`config.mk`:
```
export PLATFORM = sky130hd
export DESIGN_NAME = fetch_stage
export DESIGN_NICKNAME = d
export VERILOG_FILES = /design/src/rtl/cpu_pkg.sv /design/src/rtl/fetch_stage_if_id_reg.sv /design/src/rtl/fetch_stage.sv
export SDC_FILE = /design/constraint.sdc
export NUM_CORES = 1
export LEC_CHECK = 0
export ABC_AREA = 1
export CAP_MARGIN = 5
export CORE_MARGIN = 2
export CORE_UTILIZATION = 41
export CTS_CLUSTER_DIAMETER = 40
export DETAILED_ROUTE_END_ITERATION = 7
export PLACE_DENSITY = 0.77
export SLEW_MARGIN = 10
export SYNTH_ARGS = -nofsm -noshare
export SYNTH_HDL_FRONTEND = slang
export SYNTH_SLANG_ARGS = --single-unit
```
`constraint.sdc`:
```
create_clock -name clk -period 1.4 [get_ports clk]
set_clock_uncertainty 0.15 [all_clocks]
set_input_delay 0.35 -clock clk [delete_from_list [all_inputs] [get_ports clk]]
set_output_delay 0.35 -clock clk [all_outputs]
set_load 0.005 [all_outputs]
```
`src/rtl/cpu_pkg.sv`:
```
// cpu_pkg -- shared CPU-wide constants and types.
//
// Contents:
//   XLEN             datapath width in bits
//   INSTR_BYTES      size of one instruction in bytes (default PC step)
//   DEFAULT_RESET_PC default fetch address after reset
//   fetch_state_t    fetch sequencer states {IDLE, RUN, HALTED}
package cpu_pkg;

  localparam int XLEN        = 32;
  localparam int INSTR_BYTES = 4;

  localparam logic [XLEN-1:0] DEFAULT_RESET_PC = 32'h0000_0000;

  typedef enum logic [1:0] {
    IDLE   = 2'd0,
    RUN    = 2'd1,
    HALTED = 2'd2
  } fetch_state_t;

endpackage

```
`src/rtl/fetch_stage_if_id_reg.sv`:
```
// if_id_reg -- IF/ID pipeline register with a valid/ready style handshake.
//
// Ports:
//   clk, rst        clock, synchronous active-high reset
//   flush           drop the held entry (id_valid -> 0), no load this cycle
//   fetch_en        upstream is allowed to present a new instruction
//   id_ready        decode accepts the held entry this cycle
//   in_instr/in_pc/in_pc_next  candidate entry from the fetch side
//   load            a new entry is captured at this clock edge (PC advances)
//   id_valid/id_instr/id_pc/id_pc_plus4  registered entry towards decode
module if_id_reg
  import cpu_pkg::*;
(
  input  logic            clk,
  input  logic            rst,
  input  logic            flush,
  input  logic            fetch_en,
  input  logic            id_ready,
  input  logic [XLEN-1:0] in_instr,
  input  logic [XLEN-1:0] in_pc,
  input  logic [XLEN-1:0] in_pc_next,
  output logic            load,
  output logic            id_valid,
  output logic [XLEN-1:0] id_instr,
  output logic [XLEN-1:0] id_pc,
  output logic [XLEN-1:0] id_pc_plus4
);

  logic            valid_q, valid_d;
  logic [XLEN-1:0] instr_q, instr_d;
  logic [XLEN-1:0] pc_q, pc_d;
  logic [XLEN-1:0] pc_plus4_q, pc_plus4_d;

  // The slot is free when empty or when decode is taking the current entry.
  // A flush always wins so a redirect never captures the stale fetch address.
  always_comb begin
    // NOTE: every signal written here gets a default first; a path that
    // leaves one unassigned would infer a latch.
    load       = fetch_en && !flush && (!valid_q || id_ready);
    valid_d    = valid_q;
    instr_d    = instr_q;
    pc_d       = pc_q;
    pc_plus4_d = pc_plus4_q;

    if (flush) begin
      valid_d = 1'b0;
    end else if (load) begin
      valid_d    = 1'b1;
      instr_d    = in_instr;
      pc_d       = in_pc;
      pc_plus4_d = in_pc_next;
    end else if (id_ready) begin
      // Nothing new to load (halted or idle): the held entry drains.
      valid_d = 1'b0;
    end
  end

  always_ff @(posedge clk) begin
    // NOTE: sequential state uses non-blocking assignments so every flop
    // samples its pre-edge value regardless of statement order.
    if (rst) begin
      valid_q    <= 1'b0;
      instr_q    <= '0;
      pc_q       <= '0;
      pc_plus4_q <= '0;
    end else begin
      valid_q    <= valid_d;
      instr_q    <= instr_d;
      pc_q       <= pc_d;
      pc_plus4_q <= pc_plus4_d;
    end
  end

  assign id_valid    = valid_q;
  assign id_instr    = instr_q;
  assign id_pc       = pc_q;
  assign id_pc_plus4 = pc_plus4_q;

endmodule

```
`src/rtl/fetch_stage.sv`:
```
// fetch_stage -- instruction fetch: PC register, IDLE/RUN/HALTED sequencer
// and the IF/ID output register (if_id_reg).
//
// Parameters:
//   RESET_PC  fetch address loaded on reset
//   PC_STEP   sequential PC increment in bytes
//
// Ports:
//   clk, rst          clock, synchronous active-high reset
//   imem_addr         address to the combinational instruction memory (= pc)
//   imem_data         instruction word for imem_addr, same cycle
//   redirect_valid    control-flow change request (highest priority)
//   redirect_target   new fetch address when redirect_valid=1
//   halt_req          stop fetching after the current instruction is captured
//   id_ready          decode accepts the id_* entry this cycle
//   id_valid/id_instr/id_pc/id_pc_plus4  IF/ID register outputs
//   fetch_fault       sticky misaligned-redirect flag (FETCH_ALIGN_CHECK_EN only)
//
// Build option:
//   FETCH_ALIGN_CHECK_EN  when defined, a misaligned redirect halts fetch and
//                         raises fetch_fault; otherwise the target's low two
//                         bits are cleared before loading pc.
module fetch_stage
  import cpu_pkg::*;
#(
  parameter logic [XLEN-1:0] RESET_PC = DEFAULT_RESET_PC,
  parameter int unsigned     PC_STEP  = INSTR_BYTES
) (
  input  logic            clk,
  input  logic            rst,
  output logic [XLEN-1:0] imem_addr,
  input  logic [XLEN-1:0] imem_data,
  input  logic            redirect_valid,
  input  logic [XLEN-1:0] redirect_target,
  input  logic            halt_req,
  input  logic            id_ready,
  output logic            id_valid,
  output logic [XLEN-1:0] id_instr,
  output logic [XLEN-1:0] id_pc,
`ifdef FETCH_ALIGN_CHECK_EN
  output logic [XLEN-1:0] id_pc_plus4,
  output logic            fetch_fault
`else
  output logic [XLEN-1:0] id_pc_plus4
`endif
);

  localparam logic [XLEN-1:0] STEP = XLEN'(PC_STEP);

  fetch_state_t    state_q, state_d;
  logic [XLEN-1:0] pc_q, pc_d;
  logic            halt_pend_q, halt_pend_d;
  logic [XLEN-1:0] pc_next;
  logic            fetch_en;
  logic            load;
`ifdef FETCH_ALIGN_CHECK_EN
  logic            fault_q, fault_d;
`endif

  // Plain 32-bit add: wraps modulo 2^32 with no carry out by design.
  assign pc_next   = pc_q + STEP;
  assign fetch_en  = (state_q == RUN);
  assign imem_addr = pc_q;

  always_comb begin
    state_d     = state_q;
    pc_d        = pc_q;
    halt_pend_d = halt_pend_q;
`ifdef FETCH_ALIGN_CHECK_EN
    fault_d     = fault_q;
`endif

    if (redirect_valid) begin
      // Redirect overrides everything, including a same-cycle halt_req.
      halt_pend_d = 1'b0;
`ifdef FETCH_ALIGN_CHECK_EN
      if (redirect_target[1:0] != 2'b00) begin
        fault_d = 1'b1;
        state_d = HALTED;
      end else begin
        pc_d    = redirect_target;
        state_d = RUN;
      end
`else
      pc_d    = redirect_target & ~32'h0000_0003;
      state_d = RUN;
`endif
    end else begin
      unique case (state_q)
        IDLE: state_d = RUN;
        RUN: begin
          if (load) begin
            pc_d = pc_next;
            // Halt only once the current instruction has been captured; a
            // request seen during a stall waits for that capture.
            if (halt_req || halt_pend_q) begin
              state_d     = HALTED;
              halt_pend_d = 1'b0;
            end
          end else if (halt_req) begin
            halt_pend_d = 1'b1;
          end
        end
        HALTED: state_d = HALTED;
        default: state_d = IDLE;
      endcase
    end
  end

  always_ff @(posedge clk) begin
    if (rst) begin
      state_q     <= IDLE;
      pc_q        <= RESET_PC;
      halt_pend_q <= 1'b0;
`ifdef FETCH_ALIGN_CHECK_EN
      fault_q     <= 1'b0;
`endif
    end else begin
      state_q     <= state_d;
      pc_q        <= pc_d;
      halt_pend_q <= halt_pend_d;
`ifdef FETCH_ALIGN_CHECK_EN
      fault_q     <= fault_d;
`endif
    end
  end

`ifdef FETCH_ALIGN_CHECK_EN
  assign fetch_fault = fault_q;
`endif

  if_id_reg u_if_id_reg (
    .clk         (clk),
    .rst         (rst),
    .flush       (redirect_valid),
    .fetch_en    (fetch_en),
    .id_ready    (id_ready),
    .in_instr    (imem_data),
    .in_pc       (pc_q),
    .in_pc_next  (pc_next),
    .load        (load),
    .id_valid    (id_valid),
    .id_instr    (id_instr),
    .id_pc       (id_pc),
    .id_pc_plus4 (id_pc_plus4)
  );

endmodule

```
==> results <==
==> worst max path at each step <==
stage          startpoint  slack (ps)                     endpoint
2_1_floorplan  state_q[1]         -40      u_if_id_reg.id_instr[0]
3_3_place_gp     id_ready        -590  u_if_id_reg.id_pc_plus4[18]
3_5_place_dp     id_ready        -640                   state_q[1]
4_1_cts        state_q[1]        -200  u_if_id_reg.id_pc_plus4[20]
5_1_grt        state_q[1]        -370  u_if_id_reg.id_pc_plus4[13]
6_report         id_ready        -310  u_if_id_reg.id_pc_plus4[13]
==> final cells by class <==
class,instances,share of cell area (%)
sequential,126,27.3
timing repair buffer,334,29.5
inverter,79,3.16
multi-input combinational,553,31.7
clock inverter,4,0.455
tap,176,2.22
clock buffer,28,5.63
==> power by group through the flow <==
stage                     logic (W)  registers [W]  clock network [W]
after global routing        0.00214        0.00405            0.00465
after global placement      0.00162        0.00406                  0
after detailed placement    0.00164        0.00406                  0
after CTS                   0.00174        0.00401            0.00451
final                       0.00200        0.00403            0.00448
after floorplan            0.000610        0.00407                  0
==> routing by layer <==
metal | vias to the layer above | part of all wire, %
met5 | - | 0
met4 | 0 | 4.1
met3 | 75 | 8.7
met2 | 354 | 51
met1 | 3190 | 36
li1 | 3155 | -
==> critical path, delay by kind of cell <==
kind	cells	cell delay [ps]
AND/OR/NAND/NOR	6	520
buffers and inverters	6	990
==> per-stage QoR <==
step	setup slack [ps]	hold WS, ps	instance area [um^2]
6_report	-306	103	9910
5_1_grt	-372	114	9910
4_1_cts	-202	86.0	9250
3_5_place_dp	-641	312	8310
3_3_place_gp	-595	299	8310
2_1_floorplan	-37.2	310	5680
==> cells in the mapped netlist, types with 3 or more instances <==
master,instances,share of area [%]
buf_2,15,1.4
nand3_1,40,3.6
inv_1,78,5.3
buf_4,9,1.2
ha_1,3,0.68
nor2_2,4,0.45
nor2_1,125,8.5
a21oi_1,64,5.8
nand3_2,5,0.90
dfxtp_1,126,45
nand2_1,181,12
xor2_1,3,0.47
a31oi_1,6,0.68
nor2_4,8,1.6
o21ai_0,93,8.4
clkbuf_1,18,1.2
==> sequential cells by signal, summed over array words and instances (netlist names) <==
register and flops:
u_if_id_reg.id_instr 32, imem_addr 30, u_if_id_reg.id_pc 30, u_if_id_reg.id_pc_plus4 30, state_q 2, halt_pend_q 1
u_if_id_reg.id_valid 1
==> logic make-up (layout without fill, tap and decap cells) <==
logic type	after synthesis	count (layout)	synth area share, %
xor gates and xnor gates	5	5	0.789
adders and majority gates	3	3	0.676
other	1	6	0.0676
and+or+nand+nor	373	373	28.6
AOI/OAI and AO/OA	166	166	15.2
buffers and inverters	123	445	9.26
DFF	126	126	45.4
==> timing repair <==
| action | in CTS | in global routing |
|---|---|---|
| endpoints found under the hold margin | 0 | 0 |
| setup endpoints to repair | 247 | 168 |
| gates cloned | 3 | 3 |
| buffers inserted | 36 | 22 |
| resized for setup | 709 | 167 |
| pin swaps | 13 | 30 |
==> flow_metrics.tcl <==
set metrics [dict create \
    status "complete, but fails checks" \
    violations "setup timing" \
    crit_type "input pin to register" \
    worstPathRequired_ps 1570 \
    grt_max_degree 39 \
    cts_made_buffers 17 \
    setup_violations 145 \
    crit_chain "clkdlybuf4s50_1 > inv_2 > nand2_4 > nand2_4 > nor2_4 > buf_12 > inv_16 > buf_12 > nand2_1 > nand2_1 > nand2_1 > inv_1" \
    core_area_mm2 0.0132 \
    grt_pass1_wl_mm 31.6 \
    die_h_um 120 \
    cap_viol_max_count 0 \
    rows 42 \
    r2r_end "u_if_id_reg.id_pc_plus4[17]" \
    reg2reg_slack_ps -300 \
    wl_mm 22.6 \
    syn_to_final_growth_pct 78.5 \
    clk_path_buf_depth 2 \
    avgRoutedWirePerCell_um 17.4 \
    p_leak_nw 4.62 \
    yosysWarnings 0 \
    slowest_delay_ps 470 \
    p_int_w 0.00776 \
    ir_drop_uv 774 \
    crit_top_cell "nand2_1" \
    layout_min_cycle_time_ps 1710 \
    final-hold-violation-count 0 \
    synth_edf_count 0 \
    hp-start "rst" \
    fin_setup_tns_ps -24190 \
    htree_levels 4 \
    final_nets 1183 \
    ant_nets 0 \
    synthCells 797 \
    power_density_mw_per_mm2 1060 \
    root_buffer "clkbuf_16" \
    start_kind "input pin" \
    regArea_mm2 0.00271 \
    p_total_w 0.0105 \
    hold_path_class "input pin to register" \
    comb_power_share_pct 19.0 \
    mostFrequentLayoutCells "nand2_1 (146), dfxtp_2 (106), buf_4 (98)" \
    fin_crit_sh_pct 122 \
    clkSinkCount 126 \
    p_seq_share_pct 38.3 \
    worstPathArrival_ps 1880 \
    fillers 896 \
    cts_hold_buf 0 \
    dr.pass1.iters 5 \
    clock_latency_ps 430 \
    finalMaxSlewViolations 0 \
    place_congestion 0.900 \
    dp_cells 1212 \
    track_usage_pct 27.7 \
    die_area_mm2 0.0145 \
    whs_path_depth 4 \
    antenna_found_initial 0 \
    io_pins 198 \
    synth_seq_cells 126 \
    yosysSeqAreaShare_pct 45.4 \
    crit_path_max_fanout 12 \
    path_clk_slew_ps 60 \
    multi_input_area_mm2 0.00314 \
    start_util_pct 41.9 \
    ys_async_sr_fraction_pct 0 \
    reg2reg_depth 10 \
    cp-end-kind "register" \
    synth_ff_type "dfxtp_1" \
    slowest_stage "clkdlybuf4s50_1" \
    die_x_um 120 \
    worst_slack_ps -306 \
    vias 6774 \
    fmax_ghz 0.586 \
    synth_area_mm2 0.00555 \
    min_to "imem_addr[4]" \
    layout-drive-gt1-share_pct 51.1 \
    clkPwrFrac_pct 42.6 \
    grtUsageMet3_pct 10.5 \
    grt-busiest-layer "met2" \
    rsz0062_at_grt "true" \
    drt-vias-per-instance 5.21 \
    grt.met2_usage_pct 49.0 \
    drc 0 \
    use_met1_pct 29.8 \
    r2r_start "imem_addr[6]" \
    swShare_pct 26.1 \
    ys_types 30 \
    antenna_cells 0 \
    post-route-util_pct 74.8 \
    p_sw_w 0.00274 \
    final_common_cell "nand2_1" \
    grt-ovfl-total 0 \
    drt_iter0_drc 545 \
    synth_area_per_cell_um2 6.96 \
    cts_tree "built" \
    place.port_buffers 189 \
    grt_pass1_vias 6423 \
    dp_hpwl_mm 13.3 \
    instances_no_fill 1300 \
]
No activity file was read; power rests on OpenSTA's default activity.
